`config.mk`:
```
export PLATFORM = sky130hd
export DESIGN_NAME = servo_pwm_gen
export DESIGN_NICKNAME = d
export VERILOG_FILES = /design/src/rtl/servo_pwm_pkg.sv /design/src/rtl/servo_pwm_ramp.sv /design/src/rtl/servo_pwm_gen.sv
export SDC_FILE = /design/constraint.sdc
export NUM_CORES = 1
export LEC_CHECK = 0
export ABC_AREA = 1
export BUFFER_PORTS_ARGS = -buffer_cell sky130_fd_sc_hd__buf_2
export CORE_MARGIN = 2
export CORE_UTILIZATION = 45
export CTS_CLUSTER_SIZE = 14
export DETAILED_ROUTE_END_ITERATION = 10
export GPL_TIMING_DRIVEN = 0
export SLEW_MARGIN = 5
export SYNTH_ARGS = -nofsm -noshare
export SYNTH_HDL_FRONTEND = slang
export SYNTH_HIERARCHICAL = 1
export SYNTH_SLANG_ARGS = --single-unit
```
`constraint.sdc`:
```
create_clock -name clk -period 1.83 [get_ports clk]
set_input_delay 0.366 -clock clk [delete_from_list [all_inputs] [get_ports clk]]
set_output_delay 0.366 -clock clk [all_outputs]
set_load 0.01 [all_outputs]
```
`src/rtl/servo_pwm_pkg.sv`:
```
// Shared types and 100 MHz servo timing constants for the servo PWM generator.
package servo_pwm_pkg;

   localparam int SERVO_CNT_W = 21;

   typedef logic [SERVO_CNT_W-1:0] duty_t;

   // 20 ms frame, 1.0 ms .. 2.0 ms pulse, 1.5 ms neutral at 100 MHz
   localparam int SERVO_PERIOD   = 2000000;
   localparam int SERVO_MIN_DUTY = 100000;
   localparam int SERVO_MAX_DUTY = 200000;
   localparam int SERVO_RST_DUTY = 150000;
   localparam int SERVO_STEP     = 1000;

endpackage

```
`src/rtl/servo_pwm_ramp.sv`:
```
// Combinational slew limiter: moves active toward target by at most STEP, never overshooting.
module servo_pwm_ramp
   import servo_pwm_pkg::*;
#(
   parameter int CNT_W = SERVO_CNT_W,
   parameter int STEP  = SERVO_STEP
) (
   input  logic [CNT_W-1:0] active,
   input  logic [CNT_W-1:0] target,
   output logic [CNT_W-1:0] next_active
);

   localparam logic signed [CNT_W:0] STEP_S = (CNT_W+1)'(STEP);

   logic signed [CNT_W:0] act_s;
   logic signed [CNT_W:0] tgt_s;
   logic signed [CNT_W:0] diff_s;
   logic signed [CNT_W:0] sum_s;

   // One extra bit keeps the difference signed without wrapping
   always_comb begin
      act_s  = signed'({1'b0, active});
      tgt_s  = signed'({1'b0, target});
      diff_s = tgt_s - act_s;
      if (diff_s > STEP_S) begin
         sum_s = act_s + STEP_S;
      end else if (diff_s < -STEP_S) begin
         sum_s = act_s - STEP_S;
      end else begin
         sum_s = tgt_s;
      end
      next_active = CNT_W'(sum_s);
   end

endmodule

```
`src/rtl/servo_pwm_gen.sv`:
```
// Servo PWM generator with clamped, period-aligned duty updates.
// Optional slew limiting is compiled in with SERVO_PWM_RAMP_EN.
module servo_pwm_gen
   import servo_pwm_pkg::*;
#(
   parameter int CNT_W    = SERVO_CNT_W,
   parameter int PERIOD   = SERVO_PERIOD,
   parameter int MIN_DUTY = SERVO_MIN_DUTY,
   parameter int MAX_DUTY = SERVO_MAX_DUTY,
   parameter int RST_DUTY = SERVO_RST_DUTY,
   parameter int STEP     = SERVO_STEP
) (
   input  logic             clk,
   input  logic             rst_n,
   input  logic [CNT_W-1:0] duty_i,
   input  logic             duty_valid,
   output logic             duty_ready,
   output logic             pwm_o,
   output logic             period_tick,
   output logic             busy
);

   if (!(MIN_DUTY <= RST_DUTY && RST_DUTY <= MAX_DUTY && MAX_DUTY <= PERIOD &&
         STEP >= 1 && PERIOD >= 2)) begin : g_bad_cfg
      $error("servo_pwm_gen: inconsistent PERIOD/duty/STEP parameters");
   end

   localparam logic [CNT_W-1:0] LAST_CNT = CNT_W'(PERIOD - 1);
   localparam logic [CNT_W-1:0] MIN_D    = CNT_W'(MIN_DUTY);
   localparam logic [CNT_W-1:0] MAX_D    = CNT_W'(MAX_DUTY);
   localparam logic [CNT_W-1:0] RST_D    = CNT_W'(RST_DUTY);

   function automatic logic [CNT_W-1:0] clamp_duty(input logic [CNT_W-1:0] d);
      logic [CNT_W-1:0] r;
      r = d;
      if (d < MIN_D) begin
         r = MIN_D;
      end else if (d > MAX_D) begin
         r = MAX_D;
      end
      return r;
   endfunction

   logic [CNT_W-1:0] cnt_p0;
   logic [CNT_W-1:0] cnt_nxt;
   logic [CNT_W-1:0] pend_p0;
   logic [CNT_W-1:0] target_p0;
   logic [CNT_W-1:0] active_p0;
   logic [CNT_W-1:0] active_nxt;
   logic             pend_vld_p0;
   logic             tick_p0;
   logic             pwm_p1;
   logic             boundary;
   logic             accept;

   assign boundary = (cnt_p0 == LAST_CNT);
   assign cnt_nxt  = boundary ? '0 : cnt_p0 + CNT_W'(1);
   assign accept   = duty_valid & ~pend_vld_p0;

`ifdef SERVO_PWM_RAMP_EN
   // Ramp from the target held before this boundary's transfer
   servo_pwm_ramp #(
      .CNT_W (CNT_W),
      .STEP  (STEP)
   ) u_ramp (
      .active      (active_p0),
      .target      (target_p0),
      .next_active (active_nxt)
   );
`else
   assign active_nxt = pend_vld_p0 ? pend_p0 : active_p0;
`endif

   // Stage 0: counter, pending slot, target/active; stage 1: registered PWM
   always_ff @(posedge clk or negedge rst_n) begin
      if (!rst_n) begin
         cnt_p0      <= '0;
         tick_p0     <= 1'b0;
         pend_vld_p0 <= 1'b0;
         pend_p0     <= RST_D;
         target_p0   <= RST_D;
         active_p0   <= RST_D;
         pwm_p1      <= 1'b0;
      end else begin
         cnt_p0  <= cnt_nxt;
         tick_p0 <= (cnt_nxt == LAST_CNT);
         pwm_p1  <= (cnt_p0 < active_p0);
         if (boundary && pend_vld_p0) begin
            pend_vld_p0 <= 1'b0;
            target_p0   <= pend_p0;
         end else if (accept) begin
            pend_vld_p0 <= 1'b1;
            pend_p0     <= clamp_duty(duty_i);
         end
         if (boundary) begin
            active_p0 <= active_nxt;
         end
      end
   end

   assign duty_ready  = ~pend_vld_p0;
   assign pwm_o       = pwm_p1;
   assign period_tick = tick_p0;
   assign busy        = pend_vld_p0 | (active_p0 != target_p0);

endmodule
```
# Yosys cells after proc, flatten, opt, wreduce, memory -nomap -nowiden
# Cells that the tools add are included.
# totals
register_bits,87
latch_bits,0
ram_bits,0
romBits,0
output_inout_bits,4
elab_cells,27
memories,0
# classes
n_addsub,1
mul,0
n_div,0
n_lt_le_gt_ge,3
eq_ne,3
shifts,0
muxes,5
n_bitwise,4
reduce_logical,4
# ops
operator,count
21-bit 2-to-1 mux,3
21-bit equality test (second input constant),2
21-bit by 1-bit adder with 21-bit output (second input constant),1
21-bit by 18-bit greater-than comparator with 1-bit output (second input constant),1
21-bit by 17-bit less-than comparator with 1-bit output (second input constant),1
21-bit less-than comparator,1
21-bit inequality test,1
2-bit AND reduction,2
1-bit 2-to-1 mux,2
1-bit NOT,2
2-bit nonzero test,1
1-bit AND,1
1-bit logical AND,1
1-bit OR,1

# Longest topological paths before layout
# Gate-level depths: netlist of run 1.
# depth
ltp_word,4
ltp_mapped,12
ltp_nobuf,12

# Least setup slack after synthesis of run 1
# OpenSTA, ideal clock, no wires.
# synth_path
path_kind,reg2reg
start,register cnt_p0[0]
end,register target_p0[13]
arrival_time_ns,1.548
t_required_ns,1.705
path_slack_ns,0.157
stages_incl_launch_ff,11
synth_period_minus_slack_ns,1.673
path_cell_list,dfrtp_1 ha_1 nand2_1 inv_2 nand2_1 nor2_4 nand3_4 clkinv_2 nand2_4 buf_6 mux2_4
# synth_via
elab_chain_cells,2
# synth_rtl
element,line_no,rtl
"start, declared",servo_pwm_gen.sv:44,logic [CNT_W-1:0] cnt_p0;
"start signal, assigned",servo_pwm_gen.sv:85,cnt_p0 <= cnt_nxt;
21-bit equality test,servo_pwm_gen.sv:56,assign boundary = (cnt_p0 == LAST_CNT);
1-bit logical AND,servo_pwm_gen.sv:88,if (boundary && pend_vld_p0) begin
"end signal, assigned",servo_pwm_gen.sv:90,target_p0 <= pend_p0;
"end, declared",servo_pwm_gen.sv:47,logic [CNT_W-1:0] target_p0;
# Every way passes these cells.
# A chain may end at the register's enable or synchronous reset.

# Final worst setup path of run 1
# layout_path
start,register cnt_p0[1]
end,register target_p0[15]
# Same word-level chain as after synthesis.

==> metrics.yaml, run 1 <==
floorplanning:
  core_um2: 8134
  die_h_um: 95.12
  die-area_um2: 9047
  rows: 33
  die_x_um: 95.12
  ios: 28
  initial_core_util_pct: 45.93
pwr:
  p_seq_share_pct: 51.8
  p_leak_uw: 0.002246
  power.switching_uw: 714.3
  clockPowerShare_pct: 43.8
  ir_worst_vdd_v: 0.0004618
  power_density_nw_per_um2: 674.7
  p_sw_share_pct: 24.16
  power_frac_comb_pct: 4.4
  internal_power_uw: 2243
worst_setup_path:
  crit_slowest_cell: "dfrtp_1"
  path_delay_family: "simple AND/OR/NAND/NOR gates"
  worstPathArrival_ns: 1.99
  slowest_delay_ns: 0.42
  critPathKind: "flip-flop to flip-flop"
  worstReg2RegStart: "cnt_p0[1]"
  worst_setup_path_end_kind: "flip-flop"
  required_ns: 2.06
  critPathBufInv: 3
  crit_fanout: 5
  startpoint_type: "flip-flop"
  rr_worst_depth: 10
  r2r_end: "target_p0[15]"
  cp_common_cell: "nand2_2"
  timing.reg2reg.setup_slack_ns: 0.07
  crit_chain: "ha_4, nand2_2, inv_2, nand2_2, nor2_4, nand3_4, clkinv_4, nand2_8, buf_12, mux2_4"
clocking:
  h-tree-depth: 3
  root_buffer: "clkbuf_8"
  insertion_delay_ns: 0.35
  hold_buffers: 0
  cts_tree: "built"
  numCtsBuffers: 9
  clk_pin_slew_ns: 0.08
  clk_path_buf_depth: 2
  cts_sinks: 66
cells_and_area:
  drive_above_1_share_pct: 22.14
  final_cell_mix: "nand2_1, inv_1, nor2_1"
  multi_input_area_um2: 1772
  num-fill-cells: 775
  final_common_cell: "nand2_1"
  final_util_pct: 53.88
  seqCellArea_um2: 1678
  area_growth_pct: 17.31
  antenna_cells: 0
  final_nets: 564
synthesis:
  ys_seq_area_share_pct: 44.74
  synthArstFlopShare_pct: 100.0
  ys_ff_latch: 66
  synthesis.area_um2: 3736
  synth-edff-count: 0
  syn_avg_cell_area_um2: 7.899
  yosys_warnings: 6
  ys.flop_type: "dfrtp_1"
  syn_inst: 473
  ys_types: 33
  syn_nets: 518
timing:
  holdWs_ns: 0.1047
  finClkSkew_ns: 0.01002
  period_minus_slack_ns: 1.761
  hold_viol_final: 0
  drv_slew: 0
  min_period_over_period_pct: 96.22
  maxSlewHeadroom_pct: 44.96
  tightestPinTransition_ns: 0.8256
  final.setup.worst_slack_ns: 0.06910
  fmax_mhz: 567.9
  tns_ns: 0
  setup_viol_count_final: 0
min_path:
  hold_path.class: "primary input to async pin"
global_route:
  grt_pass1_wl_um: 13370
  grt_pass1_vias: 2863
  grt_use_total_pct: 19.52
  grt_max_degree: 67
  grt-ovfl-total: 0
  antenna_found_initial: 0
place:
  dp_hpwl_um: 5917
  place.gp.congestion: 0.8792
  io_buffers: 27
  place_ws_ns: -0.1494
detailed_routing:
  vias: 3018
  drt_iter0_markers: 97
  wl_per_cell_um: 12.61
  drtPass1Iterations: 4
  wl_um: 7930
  drt-vias-per-instance: 4.798
  ant_nets: 0
  remaining_drc_errors: 0
run:
  cap_viol_max_count: 0
status:
  status: "completed"
## cell type report
type                            count  share of cell area [%]
Clock buffer                       10                   3.140
Tap cell                          105                   2.997
Timing Repair Buffer               35                   4.910
Clock inverter                      6                   1.656
Inverter                           90                   7.822
Multi-Input combinational cell    313                   40.42
Sequential cell                    66                   38.28
Buffer                              4                  0.7708
## per-stage QoR
stage          instances  instance area, um2  total power (uW)
6_report             629                4383              2957
5_1_grt              629                4383              3087
4_1_cts              623                4240              2995
3_5_place_dp         605                4005              1692
3_3_place_gp         605                4003              1687
2_1_floorplan        473                3736              1613
## layer usage
metal,vias to the layer above,GRT usage [%],wire length [um]
li1,1583,-,-
met1,1374,24.97,3780
met2,44,31.87,3744
met3,17,3.399,190
met4,0,9.662,214
met5,-,0,0
## Yosys cell counts (3+ instances only)
library cell	n	share of area, %
mux2_4	9	3.6
inv_2	4	0.40
nand3_1	29	3.9
nor3_1	3	0.40
o21ai_0	27	3.6
dfstp_2	16	11
xor2_1	5	1.2
inv_1	85	8.5
ha_1	21	7.0
nor2_2	3	0.50
nand4_1	9	1.5
dfrtp_1	50	33
a21oi_1	19	2.5
nor2_1	56	5.6
a22oi_1	3	0.60
nand2_1	114	11
## worst reg2reg max path: stages, from the launching register on
cell and delay [ns]:
dfrtp_1 0.42, ha_4 0.17, nand2_2 0.05, inv_2 0.06, nand2_2 0.06, nor2_4 0.16
nand3_4 0.13, clkinv_4 0.09, nand2_8 0.06, buf_12 0.15, mux2_4 0.29
## power groups by stage
stage / clock network, uW / logic (uW) / registers, uW
4_1_cts: 1330 / 134 / 1530
3_5_place_dp: 0 / 133 / 1560
3_3_place_gp: 0 / 130 / 1560
6_report: 1300 / 130 / 1530
5_1_grt: 1400 / 154 / 1540
2_1_floorplan: 0 / 59.0 / 1550
## state kept, by name, summed over array words and instances (netlist names)
name / flops
cnt_p0: 21
pend_vld_p0: 1
period_tick: 1
pwm_o: 1
pend_p0: 21
target_p0: 21
## cell families (layout without fill, tap and decap cells)
family,Yosys count,count (layout),share of synthesized area [%]
buf+inv,94,145,9.745
mux,11,11,4.220
simple gates,223,223,25.59
flops,66,66,44.74
xor+xnor,5,5,1.172
compound gates,53,53,7.502
fa+ha+maj,21,21,7.033
## worst max path at each step
stage,cells after the start,start,slack [ns],to
2_1_floorplan,10,cnt_p0[0],0.16,target_p0[13]
3_3_place_gp,10,duty_i[13],-0.13,pend_p0[14]
3_5_place_dp,10,duty_i[13],-0.15,pend_p0[3]
4_1_cts,11,cnt_p0[1],0.003,period_tick
5_1_grt,10,cnt_p0[1],-0.01,target_p0[15]
6_report,10,cnt_p0[1],0.07,target_p0[15]
## what timing repair did
| item | 4_1_cts | 5_1_grt |
|---|---|---|
| gates cloned | 0 | 1 |
| resized for setup | 3 | 24 |
| endpoints found under the setup margin | 13 | 22 |
| setup buffers | 2 | 5 |
| pin swaps | 1 | 4 |
Power figures use the tool's default switching activity.
==> run 2: changes to the inputs <==
--- a/config.mk
+++ b/config.mk
@@ -8,10 +8,11 @@
 export ABC_AREA = 1
 export BUFFER_PORTS_ARGS = -buffer_cell sky130_fd_sc_hd__buf_2
 export CORE_MARGIN = 2
-export CORE_UTILIZATION = 45
+export CORE_UTILIZATION = 55
 export CTS_CLUSTER_SIZE = 14
 export DETAILED_ROUTE_END_ITERATION = 10
 export GPL_TIMING_DRIVEN = 0
+export PLACE_DENSITY = 0.74
 export SLEW_MARGIN = 5
 export SYNTH_ARGS = -nofsm -noshare
 export SYNTH_HDL_FRONTEND = slang
==> metrics.yaml, run 2 (synthesis results as in run 1) <==
worst_setup_path:
  critPathBufInv: 3  # unchanged
  critPathKind: "flip-flop to flip-flop"
  critical_path.endpoint: "target_p0[15]"
  path_delay_family: "simple AND/OR/NAND/NOR gates"
  rr_worst_depth: 10  # unchanged
  crit_chain: "ha_2, nand2_1, inv_2, nand2_1, nor2_4, nand3_4, clkinv_4, nand2_4, buf_8, mux2_4"
  crit_slowest_cell: "dfrtp_1"
  worstPathArrival_ns: 2.01  # +0.02 ns
  cp_common_cell: "nand2_1"
  worst_setup_path_end_kind: "flip-flop"
  r2r_end: "target_p0[15]"
  crit_fanout: 10  # +5
  startpoint: "cnt_p0[0]"
  slowest_delay_ns: 0.37  # -0.05 ns
  path_depth: 10  # unchanged
  startpoint_type: "flip-flop"
  required_ns: 2.06  # about the same
  timing.reg2reg.setup_slack_ns: 0.06  # about the same
  worstReg2RegStart: "cnt_p0[0]"
cells_and_area:
  final_nets: 562  # -0.35%
  area_growth_pct: 13.40
  reg_top3: "cnt_p0 x21, pend_p0 x21, target_p0 x21"
  antenna_cells: 0  # unchanged
  seqCellArea_um2: 1675  # -0.15%
  drive_above_1_share_pct: 19.54  # -2.6 points
  fin_area_um2: 4237  # -3.3%
  multi_input_area_um2: 1719  # -3.0%
  final_common_cell: "nand2_1"
  num-fill-cells: 614  # -21%
  final_cell_mix: "nand2_1, inv_1, nor2_1"
detailed_routing:
  drt-vias-per-instance: 5.169  # +7.7%
  wl_per_cell_um: 12.69  # +0.65%
  wl_um: 7639  # -3.7%
  remaining_drc_errors: 0  # unchanged
  ant_nets: 0  # unchanged
  drtPass1Iterations: 4  # unchanged
  drt_iter0_markers: 124  # +28%
  vias: 3112  # +3.1%
pwr:
  power_density_nw_per_um2: 656.5  # -2.7%
  ir_worst_vdd_v: 0.0004661  # +0.95%
  total_power_uw: 2781  # -5.9%
  p_leak_uw: 0.002207  # -1.7%
clocking:
  h-tree-depth: 3  # unchanged
  clk_pin_slew_ns: 0.07  # about the same
  cts_sinks: 66  # unchanged
  hold_buffers: 0  # unchanged
  numCtsBuffers: 9  # unchanged
  cts_tree: "built"
  root_buffer: "clkbuf_8"
  clk_path_buf_depth: 2  # unchanged
  insertion_delay_ns: 0.35  # about the same
global_route:
  antenna_found_initial: 0  # unchanged
  met1_usage_pct: 28.08  # +3.1 points
  grt_use_total_pct: 22.23  # +2.7 points
  grt_max_degree: 67  # unchanged
  grt-busiest-layer: "met2"
  grt_pass1_vias: 2908  # +1.6%
  met3_usage_pct: 4.762  # +1.4 points
  grt-ovfl-total: 0  # unchanged
  grt_use_met2_pct: 36.92  # +5.1 points
  grt_pass1_wl_um: 12890  # -3.6%
timing:
  finClkSkew_ns: 0.008117  # -0.001900 ns
  hold_viol_final: 0  # unchanged
  period_minus_slack_ns: 1.774  # +0.01293 ns
  fmax_mhz: 563.8  # -0.73%
  setup_viol_count_final: 0  # unchanged
  rsz0062_at_grt: "yes"
  maxSlewHeadroom_pct: 46.61  # +1.6 points
  tightestPinTransition_ns: 0.8009  # -0.02473 ns
  drv_slew: 0  # unchanged
  min_period_over_period_pct: 96.93  # +0.71 points
place:
  dp_hpwl_um: 5843  # -1.3%
  place.gp.congestion: 0.8554  # -2.7%
  dpl_cell_area_um2: 3974  # -0.78%
  io_buffers: 27  # unchanged
floorplanning:
  ios: 28  # unchanged
  die_h_um: 86.42  # -9.1%
  die_x_um: 86.42  # -9.1%
  core_um2: 6681  # -18%
  die-area_um2: 7468  # -17%
  rows: 30  # -9.1%
  initial_core_util_pct: 55.92  # +10 points
min_path:
  hold_path.class: "primary input to async pin"
status:
  status: "completed"
run:
  cap_viol_max_count: 0  # unchanged
-- run 2: through the flow --
step	setup TNS, ns	setup WS [ns]	utilization [%]	std cells	hold slack (ns)
2_1_floorplan	0	0.1567	-	473	0.07041
6_report	0	0.05618	63.41	602	0.1023
3_5_place_dp	-0.5188	-0.08529	59.48	580	0.4579
5_1_grt	-0.02383	-0.01093	63.41	602	0.1790
4_1_cts	0	0.003129	62.73	599	0.1330
3_3_place_gp	-0.3323	-0.06911	59.44	580	0.4580
-- run 2: worst min path at each step --
stage | to | start | cells after the start
floorplan | cnt_p0[0] | rst_n | 0
global placement | pend_p0[11] | pend_p0[11] | 2
detailed placement | pend_p0[11] | pend_p0[11] | 2
CTS | target_p0[0] | rst_n | 1
global route | cnt_p0[14] | rst_n | 1
finish | cnt_p0[13] | rst_n | 1
-- run 2: worst register-to-register path: cells and delay by family (launching register included) --
family | cells | cell delay (ns)
adders and majority gates | 1 | 0.20
buffers and inverters | 3 | 0.30
DFF | 1 | 0.37
muxes | 1 | 0.30
and+or+nand+nor | 5 | 0.51
-- run 2: cell type report --
class	count	area share, %
Buffer	4	0.6793
Clock buffer	10	3.249
Timing Repair Buffer	33	4.312
Sequential cell	66	39.55
Tap cell	80	2.363
Multi-Input combinational cell	313	40.58
Inverter	90	8.092
Clock inverter	6	1.181
-- run 2: metal layers --
metal  routed length, um  vias up
li1                    -     1588
met1                3438     1430
met2                3666       75
met3                 334       19
met4                 200        0
met5                   0        -
-- run 2: what timing repair did --
item                                    4_1_cts  5_1_grt
buffers inserted                              3        3
gates resized for setup                       2       10
pin swaps                                     1        1
endpoints found under the setup margin       10       21
-- run 2: power by group --
part / switching [uW] / leakage, uW / internal (uW)
combinational: 82.3 / 0.00130 / 47.5
clock: 580 / 0.0000891 / 539
sequential: 17.4 / 0.000821 / 1520
